## config.mk

```make
export PLATFORM = sky130hd
export DESIGN_NAME = lake_spec
export DESIGN_NICKNAME = d
export VERILOG_FILES = /design/src/rtl/lake_spec.sv
export SDC_FILE = /design/constraint.sdc
export NUM_CORES = 2
export LEC_CHECK = 0
export ABC_AREA = 1
export BUFFER_PORTS_ARGS = -buffer_cell sky130_fd_sc_hd__buf_2
export CAP_MARGIN = 25
export CORE_UTILIZATION = 38
export CTS_BUF_LIST = sky130_fd_sc_hd__clkbuf_4
export CTS_CLUSTER_DIAMETER = 60
export DETAILED_ROUTE_END_ITERATION = 8
export PLACE_DENSITY = 0.57
export SYNTH_ARGS = -nofsm -noshare
export SYNTH_HDL_FRONTEND = slang
export SYNTH_SLANG_ARGS = --single-unit
```

## constraint.sdc

```tcl
create_clock -name clk -period 20.1 [get_ports clk]
set_input_delay 1.005 -clock clk [delete_from_list [all_inputs] [get_ports clk]]
set_output_delay 1.005 -clock clk [all_outputs]
set_load 0.02 [all_outputs]
```

## src/rtl/lake_spec.sv

```systemverilog
// lake_spec: stream buffer with affine write/read address generators and writer-ahead dependency checks
// clk, rst_n      : rising-edge clock; asynchronous active-high reset
// flush           : synchronous restart of both iterators, counters and done flags
// config_memory   : static configuration vector (enable, per-port dims/extent/stride/offset, ahead_limit, min_gap)
// port_0*         : write stream (data, valid in; ready out)
// port_1*         : read stream (data, valid out; ready in)
module lake_spec #(
  parameter int DATA_WIDTH         = 16,
  parameter int MEM_DEPTH          = 64,
  parameter int CONFIG_MEMORY_SIZE = 512
) (
  input  logic                          clk,
  input  logic                          rst_n,
  input  logic                          flush,
  input  logic [CONFIG_MEMORY_SIZE-1:0] config_memory,
  input  logic [DATA_WIDTH-1:0]         port_0,
  input  logic                          port_0_valid,
  output logic                          port_0_ready,
  output logic [DATA_WIDTH-1:0]         port_1,
  output logic                          port_1_valid,
  input  logic                          port_1_ready
);
  localparam int AW = $clog2(MEM_DEPTH);
  // unused dims and zero extents both behave as a single iteration
  function automatic logic [47:0] eff_ext(input logic [1:0] dims, input logic [47:0] ext);
    logic [47:0] e;
    e = '0;
    for (int i = 0; i < 3; i++)
      e[16*i +: 16] = (i >= ((dims == 2'd0) ? 1 : int'(dims)) || ext[16*i +: 16] == 16'd0) ? 16'd1 : ext[16*i +: 16];
    return e;
  endfunction
  // odometer step, dim0 innermost; MSB is the carry out of the outermost dim (stream finished)
  function automatic logic [48:0] step(input logic [47:0] idx, input logic [47:0] ext);
    logic [47:0] n;
    logic c;
    n = idx;
    c = 1'b1;
    for (int i = 0; i < 3; i++)
      if (c) begin
        if (idx[16*i +: 16] == ext[16*i +: 16] - 16'd1) n[16*i +: 16] = 16'd0;
        else begin
          n[16*i +: 16] = idx[16*i +: 16] + 16'd1;
          c = 1'b0;
        end
      end
    return {c, n};
  endfunction
  // 16-bit wraparound arithmetic, so unsigned products equal the signed-stride result
  function automatic logic [AW-1:0] addr_of(input logic [47:0] idx, input logic [47:0] str, input logic [15:0] off);
    logic [15:0] a;
    a = off + idx[15:0] * str[15:0] + idx[31:16] * str[31:16] + idx[47:32] * str[47:32];
    return a[AW-1:0];
  endfunction
  logic                  en;
  logic [47:0]           wr_ext, rd_ext, wr_stride, rd_stride;
  logic [15:0]           wr_off, rd_off, ahead, gap;
  logic                  unused_cfg;
  logic [47:0]           wr_idx_q, wr_idx_d, rd_idx_q, rd_idx_d, wr_step, rd_step;
  logic [31:0]           wr_cnt_q, wr_cnt_d, rd_cnt_q, rd_cnt_d, diff;
  logic                  wr_done_q, wr_done_d, rd_done_q, rd_done_d;
  logic                  wr_wrap, rd_wrap, wr_fire, rd_fire;
  logic [AW-1:0]         wr_addr, rd_addr;
  logic [DATA_WIDTH-1:0] mem [MEM_DEPTH];
  assign en         = config_memory[0];
  assign wr_ext     = eff_ext(config_memory[2:1], config_memory[50:3]);
  assign wr_stride  = config_memory[98:51];
  assign wr_off     = config_memory[114:99];
  assign rd_ext     = eff_ext(config_memory[116:115], config_memory[164:117]);
  assign rd_stride  = config_memory[212:165];
  assign rd_off     = config_memory[228:213];
  assign ahead      = config_memory[244:229];
  assign gap        = (config_memory[260:245] == 16'd0) ? 16'd1 : config_memory[260:245];
  assign unused_cfg = ^config_memory[CONFIG_MEMORY_SIZE-1:261];
  assign wr_addr = addr_of(wr_idx_q, wr_stride, wr_off);
  assign rd_addr = addr_of(rd_idx_q, rd_stride, rd_off);
  assign {wr_wrap, wr_step} = step(wr_idx_q, wr_ext);
  assign {rd_wrap, rd_step} = step(rd_idx_q, rd_ext);
  // unsigned difference: only wraps once the writer is done, where ready is already masked
  assign diff = wr_cnt_q - rd_cnt_q;
  assign port_0_ready = ~rst_n & en & ~wr_done_q & (diff < {16'd0, ahead});
  assign port_1_valid = ~rst_n & en & ~rd_done_q & ((diff >= {16'd0, gap}) | wr_done_q);
  assign port_1       = port_1_valid ? mem[rd_addr] : '0;
  assign wr_fire = port_0_valid & port_0_ready;
  assign rd_fire = port_1_valid & port_1_ready;
  always_comb begin
    wr_idx_d  = flush ? '0 : wr_fire ? wr_step : wr_idx_q;
    rd_idx_d  = flush ? '0 : rd_fire ? rd_step : rd_idx_q;
    wr_cnt_d  = flush ? '0 : wr_cnt_q + {31'd0, wr_fire};
    rd_cnt_d  = flush ? '0 : rd_cnt_q + {31'd0, rd_fire};
    wr_done_d = ~flush & (wr_done_q | (wr_fire & wr_wrap));
    rd_done_d = ~flush & (rd_done_q | (rd_fire & rd_wrap));
  end
  always_ff @(posedge clk or posedge rst_n)
    if (rst_n) begin
      wr_idx_q  <= '0;
      rd_idx_q  <= '0;
      wr_cnt_q  <= '0;
      rd_cnt_q  <= '0;
      wr_done_q <= 1'b0;
      rd_done_q <= 1'b0;
    end else begin
      wr_idx_q  <= wr_idx_d;
      rd_idx_q  <= rd_idx_d;
      wr_cnt_q  <= wr_cnt_d;
      rd_cnt_q  <= rd_cnt_d;
      wr_done_q <= wr_done_d;
      rd_done_q <= rd_done_d;
    end
  always_ff @(posedge clk)
    if (wr_fire & ~flush) mem[wr_addr] <= port_0;
endmodule

```

== Word level (Yosys, flattened, before mapping) ==
Memories as Yosys holds them, arrays and structs flattened.
Index checks and enable logic that the tools add are counted.

* Muxes and demuxes: 38
* Bitwise gates (word level): 19
* Add/subtract/negate cells: 21
* Reduce and logical (&&, ||, !) cells: 25
* Eq/ne operators: 6
* Magnitude comparators: 8
* Shifts and indexed selects: 0
* Divide/modulo/power cells: 0
* Multipliers: 6

{| class="wikitable"
|+ Operators with widths
! kind !! number
|-
| $mux 16 || 18
|-
| $mux 48 || 4
|-
| $logic_not 16->1 || 7
|-
| $add 16x1->16 const B || 6
|-
| $eq 16x16->1 || 6
|-
| $mul 16x16->6 || 6
|-
| $sub 16x1->16 const B || 6
|-
| $add 32x1->32 || 2
|-
| $ge 1x32->1 const A || 2
|-
| $ge 2x32->1 const A || 2
|-
| $mux 32 || 2
|-
| $add 6x6->6 || 6
|-
| $ge 32x16->1 || 1
|-
| $lt 32x16->1 || 1
|-
| $sub 32x32->32 || 1
|-
| $and 1x1->1 || 12
|-
| $mux 1 || 12
|-
| $reduce_bool 2->1 || 6
|-
| $reduce_and 2->1 || 4
|-
| $logic_or 1x1->1 || 6
|-
| $ge 2x2->1 const A || 2
|-
| $logic_not 2->1 || 2
|-
| $mux 2 || 2
|-
| $not 1->1 || 4
|-
| $or 1x1->1 || 3
|}

* Latch bits: 0
* Memories kept: 1
* Flip-flop bits (word level): 162
* Output and inout port bits: 18
* Word-level logic and storage cells: 134
* Bits of input ports: 533
* Bits in read-only memories: 0
* Memory bits (writable): 1024

{| class="wikitable"
|+ Memories
! memory !! depth !! width !! rd ports !! clocked after Yosys merged registers in !! write ports !! line !! source
|-
| mem || 64 || 16 || 1 || 0 || 1 || 63 || <nowiki>logic [DATA_WIDTH-1:0] mem [MEM_DEPTH];</nowiki>
|}

== Depth between registers and ports, before layout ==
* Depth in word-level cells: 13
* Gate-level depth with buffers: 42
* Depth with buffers taken out: 42

== Worst setup path before layout ==
Ideal clock, no wire load.

* Path type: input -> register
* Start: in rst_n
* End: reg wr_cnt_q[24]
* Stages on the path: 26
* Path slack: 12.266 ns
* Arrival: 7.698 ns
* Buffers on the path: 0
* Library setup time: 0.136 ns
* Data required time: 19.964 ns
* Cell sequence: inv_1 > nand2_1 > nor2_1 > nand2_1 > a31oi_1 > a21boi_0 > nand3_1 > inv_1 > ha_1 > ha_1 > nand2_1 > nor2_1 > nand2_1 > nor2_1 > nand2_1 > nor2_1 > nand3_1 > nor4_1 > nand2_1 > nor3_2 > nand3_1 > inv_1 > nand3_1 > nor2_1 > nand2_1 > nor3b_1

* Word-level cells in the longest chain between the ends: 7

{| class="wikitable"
|+ Ends and longest elaborated chain
! what !! line !! source
|-
| start: declaration || 13 || <nowiki>input logic rst_n,</nowiki>
|-
| $not 1->1 || 80 || <nowiki>assign port_0_ready = ~rst_n & en & ~wr_done_q & (diff < {16'd0, ahead});</nowiki>
|-
| $and 1x1->1 (3 in series) || 80 ||
|-
| $and 1x1->1 || 83 || <nowiki>assign wr_fire = port_0_valid & port_0_ready;</nowiki>
|-
| $add 32x1->32 || 88 || <nowiki>wr_cnt_d = flush ? '0 : wr_cnt_q + {31'd0, wr_fire};</nowiki>
|-
| $mux 32 || 88 ||
|-
| via wr_cnt_d[24] || 59 || <nowiki>logic [31:0] wr_cnt_q, wr_cnt_d, rd_cnt_q, rd_cnt_d, diff;</nowiki>
|-
| end signal: assignment || 104 || <nowiki>wr_cnt_q <= wr_cnt_d;</nowiki>
|-
| end: declaration || 59 ||
|}

The timed path passes the listed nets, and every way through them passes these cells.
A chain may end at the register's enable or synchronous reset.

== Final worst setup path ==
* Start: reg rd_idx_q[17]
* End: out port_1[6]

* Word-level cells in the longest chain between the ends: 5

{| class="wikitable"
|+ Ends and longest elaborated chain
! what !! line !! source
|-
| start: declaration || 58 || <nowiki>logic [47:0] wr_idx_q, wr_idx_d, rd_idx_q, rd_idx_d, wr_step, rd_step;</nowiki>
|-
| start signal: assignment || 103 || <nowiki>rd_idx_q <= rd_idx_d;</nowiki>
|-
| $mul 16x16->6 || 51 || <nowiki>a = off + idx[15:0] * str[15:0] + idx[31:16] * str[31:16] + idx[47:32] * str[47:32];</nowiki>
|-
| $add 6x6->6 (2 in series) || 51 ||
|-
| $mem_v2 64x16 || - ||
|-
| $mux 16 || 82 || <nowiki>assign port_1 = port_1_valid ? mem[rd_addr] : '0;</nowiki>
|-
| end: declaration || 19 || <nowiki>output logic [DATA_WIDTH-1:0] port_1,</nowiki>
|}

No other way between the ends.

==> results_dict.tcl <==
set metrics [dict create \
    status "complete, no violations" \
    p_int_mw 5.261 \
    mappedNetlistNets 7052 \
    seqCellArea_mm2 0.03480 \
    fillers 15590 \
    clk_latency_ps 1270 \
    post-route-util_pct 43.10 \
    nets 7441 \
    core-area_mm2 0.1606 \
    cellPowerDensity_mw_per_mm2 144.0 \
    place_ws_ps 11100 \
    grt_pass1_wl_mm 269.6 \
    vias_per_cell 5.213 \
    cts.clk_slew.worst_paths_ps 60 \
    switching_share_pct 47.21 \
    drtAntennaViolNets 0 \
    fmax_mhz 102.6 \
    clock_power_share_pct 21.8 \
    power_leakage_nw 28.26 \
    r2r-start "wr_idx_q[18]$_DFFE_PP0P_" \
    dp.cells 8532 \
    gp_congestion 0.8973 \
    power_frac_comb_pct 51.0 \
    path_class "flip-flop to output pin" \
    hold_viol_final 0 \
    yosysTopAreaCell "edfxtp_1" \
    ctsResizeCount 0 \
    fin_ws_ps 10350 \
    required_ps 19090 \
    hp-class "primary input to flip-flop" \
    routed_wl_mm 176.1 \
    cp-end-kind "output pin" \
    syn_inst 6326 \
    drive_gt1_share_pct 13.76 \
    io_buffers 219 \
    finalPower_mw 9.966 \
    synth.most_common_cell "nand2_1" \
    setup_viol 0 \
    avgSynthCellArea_um2 9.706 \
    routedWlPerCell_um 19.35 \
    layout_min_cycle_time_ps 9749 \
    drt-pass1-iter-count 6 \
    overflow 0 \
    cts_tree "done" \
    p_seq_share_pct 27.2 \
    synth_common_cells "nand2_1, edfxtp_1, inv_1" \
    drtIter0Drc 3586 \
    synth_ff_type "edfxtp_1" \
    worstHoldStart "flush" \
    hpwl_mm 109.9 \
    fin_cells 9102 \
    critPathLaunchType "flip-flop" \
    yosysSeqAreaShare_pct 56.68 \
    power.switching_mw 4.705 \
    synthTopCellsByArea "edfxtp_1, nand2_1, dfrtp_1" \
    r2r_setup_slack_ps 12830 \
    synth_async_sr_flop_share_pct 13.66 \
    slew_headroom_pct 29.22 \
    grt_pass1_vias 46150 \
    antenna_found_initial 16 \
    ir_worst_vdd_uv 160.0 \
    rsz0062_at_grt "no" \
    ioPinCount 551 \
    tightestPinTransition_ps 1048 \
    cts_root_buffer "clkbuf_4" \
    synth_area_mm2 0.06140 \
    maxCapViolations 0 \
    start_util_pct 38.24 \
    drv_slew 0 \
    holdPathEnd "wr_done_q$_DFF_PP0_" \
    synth.distinct_cells 72 \
    synth_edf_count 1024 \
    die_h_um 404.0 \
    r2r_end "mem[27][1]$_DFFE_PP_" \
    cts_buffer_depth 4 \
    whs_path_depth 2 \
    cts.sinks 1186 \
    drc 0 \
    synth_seq_cells 1186 \
    multi_input_area_mm2 0.02326 \
    critPathLaunch "rd_idx_q[17]$_DFFE_PP0P_" \
    cts_buffers 338 \
    fin_tns_setup_ps 0 \
    rr_worst_depth 22 \
    dieArea_mm2 0.1632 \
    cts_max_level 5 \
    skew_ps 143.9 \
    grt_max_degree 195 \
    ys_warn_count 0 \
    num_vias 47450 \
    area_growth_pct 12.72 \
    cp.arrival_ps 8740 \
    yosysTopAreaCellShare_pct 50.08 \
    grt_usage_pct 21.37 \
    critPathMaxFanout 40 \
    post-route-period-util_pct 48.50 \
    num_rows 147 \
    die_x_um 404.0 \
]
[power by group through the flow]
stage | clock [mW] | sequential, mW | combinational (mW)
final | 2.17 | 2.71 | 5.09
after global routing | 2.36 | 2.71 | 5.44
after CTS | 2.24 | 2.71 | 5.06
after detailed placement | 0 | 2.76 | 5.04
after global placement | 0 | 2.76 | 5.02
after floorplan | 0 | 2.74 | 2.95
[metal layers]
metal  wire length (µm)  share of wire [%]  track usage, %  vias to the layer above
met5                105              0.060               0                        -
met2              83630                 47           35.33                     1422
met1              77080                 44           28.18                    22910
li1                   -                  -               -                    22800
met3              10860                6.2           3.877                      311
met4               4445                2.5           7.230                       16
[worst max-delay path by stage]
stage                                         to
after floorplan           wr_cnt_q[24]$_DFF_PP0_
after global placement                 port_1[0]
after detailed placement               port_1[0]
after CTS                              port_1[0]
after global routing                   port_1[8]
final                                  port_1[6]
[layout make-up]
cell class	instances	area share [%]
Clock inverter	51	0.3977
Timing Repair Buffer	343	3.037
Antenna cell	10	0.03616
Tap cell	2160	3.905
Clock buffer	506	5.488
Multi-Input combinational cell	4255	33.61
Sequential cell	1186	50.28
Inverter	591	3.245
[metrics by stage]
stage / cell area, µm² / hold WS, ps
global route: 69210 / 122.0
detailed placement: 65070 / 471.2
floorplan: 61400 / 448.8
CTS: 69150 / 50.34
finish: 69210 / 206.7
global placement: 65050 / 465.2
[cell families (layout without fill, tap and decap cells)]
logic type                 Yosys count  in the layout  synth area share, %
AOI/OAI and AO/OA                 1072           1072                10.98
and+or+nand+nor                   2750           2750                18.68
DFF                               1186           1186                56.68
buffers and inverters              885           1491                5.586
adders and majority gates          193            193                4.581
other                                0             10                    0
xor gates and xnor gates           240            240                3.491
[placed cells by master, fill, tap and decap left out, types with 119 or more instances in the layout]
master and instances:
edfxtp_1 1024, inv_1 569, buf_2 218, buf_4 119
ha_1 137, nor2_1 439, dfrtp_1 162, a21oi_1 567
clkbuf_4 506, nand2_1 1730, nand3_1 302, xor2_1 178
[worst max-delay path, stage by stage (launching register included)]
cell      delay (ps)
dfrtp_1          550
nand2_1          120
inv_1             60
fa_1             510
fa_1             510
ha_1             320
fa_1             470
fa_1             530
fa_1             600
inv_1             80
fa_4            1050
buf_4            620
buf_4            610
a211oi_1         100
o21a_1           220
a21o_1           160
a211oi_1         680
buf_2            300
[repair_timing]
| action | CTS | global route |
|---|---|---|
| hold buffers | 1 | 0 |
| endpoints found under the hold margin | 32 | 0 |
| setup buffers | 0 | 0 |
| endpoints found under the setup margin | 0 | 0 |
[sequential cells by signal, indices dropped and copies added (netlist names)]
register,flops
mem,1024
rd_idx_q,48
wr_idx_q,48
rd_cnt_q,32
wr_cnt_q,32
rd_done_q,1
wr_done_q,1
Power figures use the tool's default switching activity.
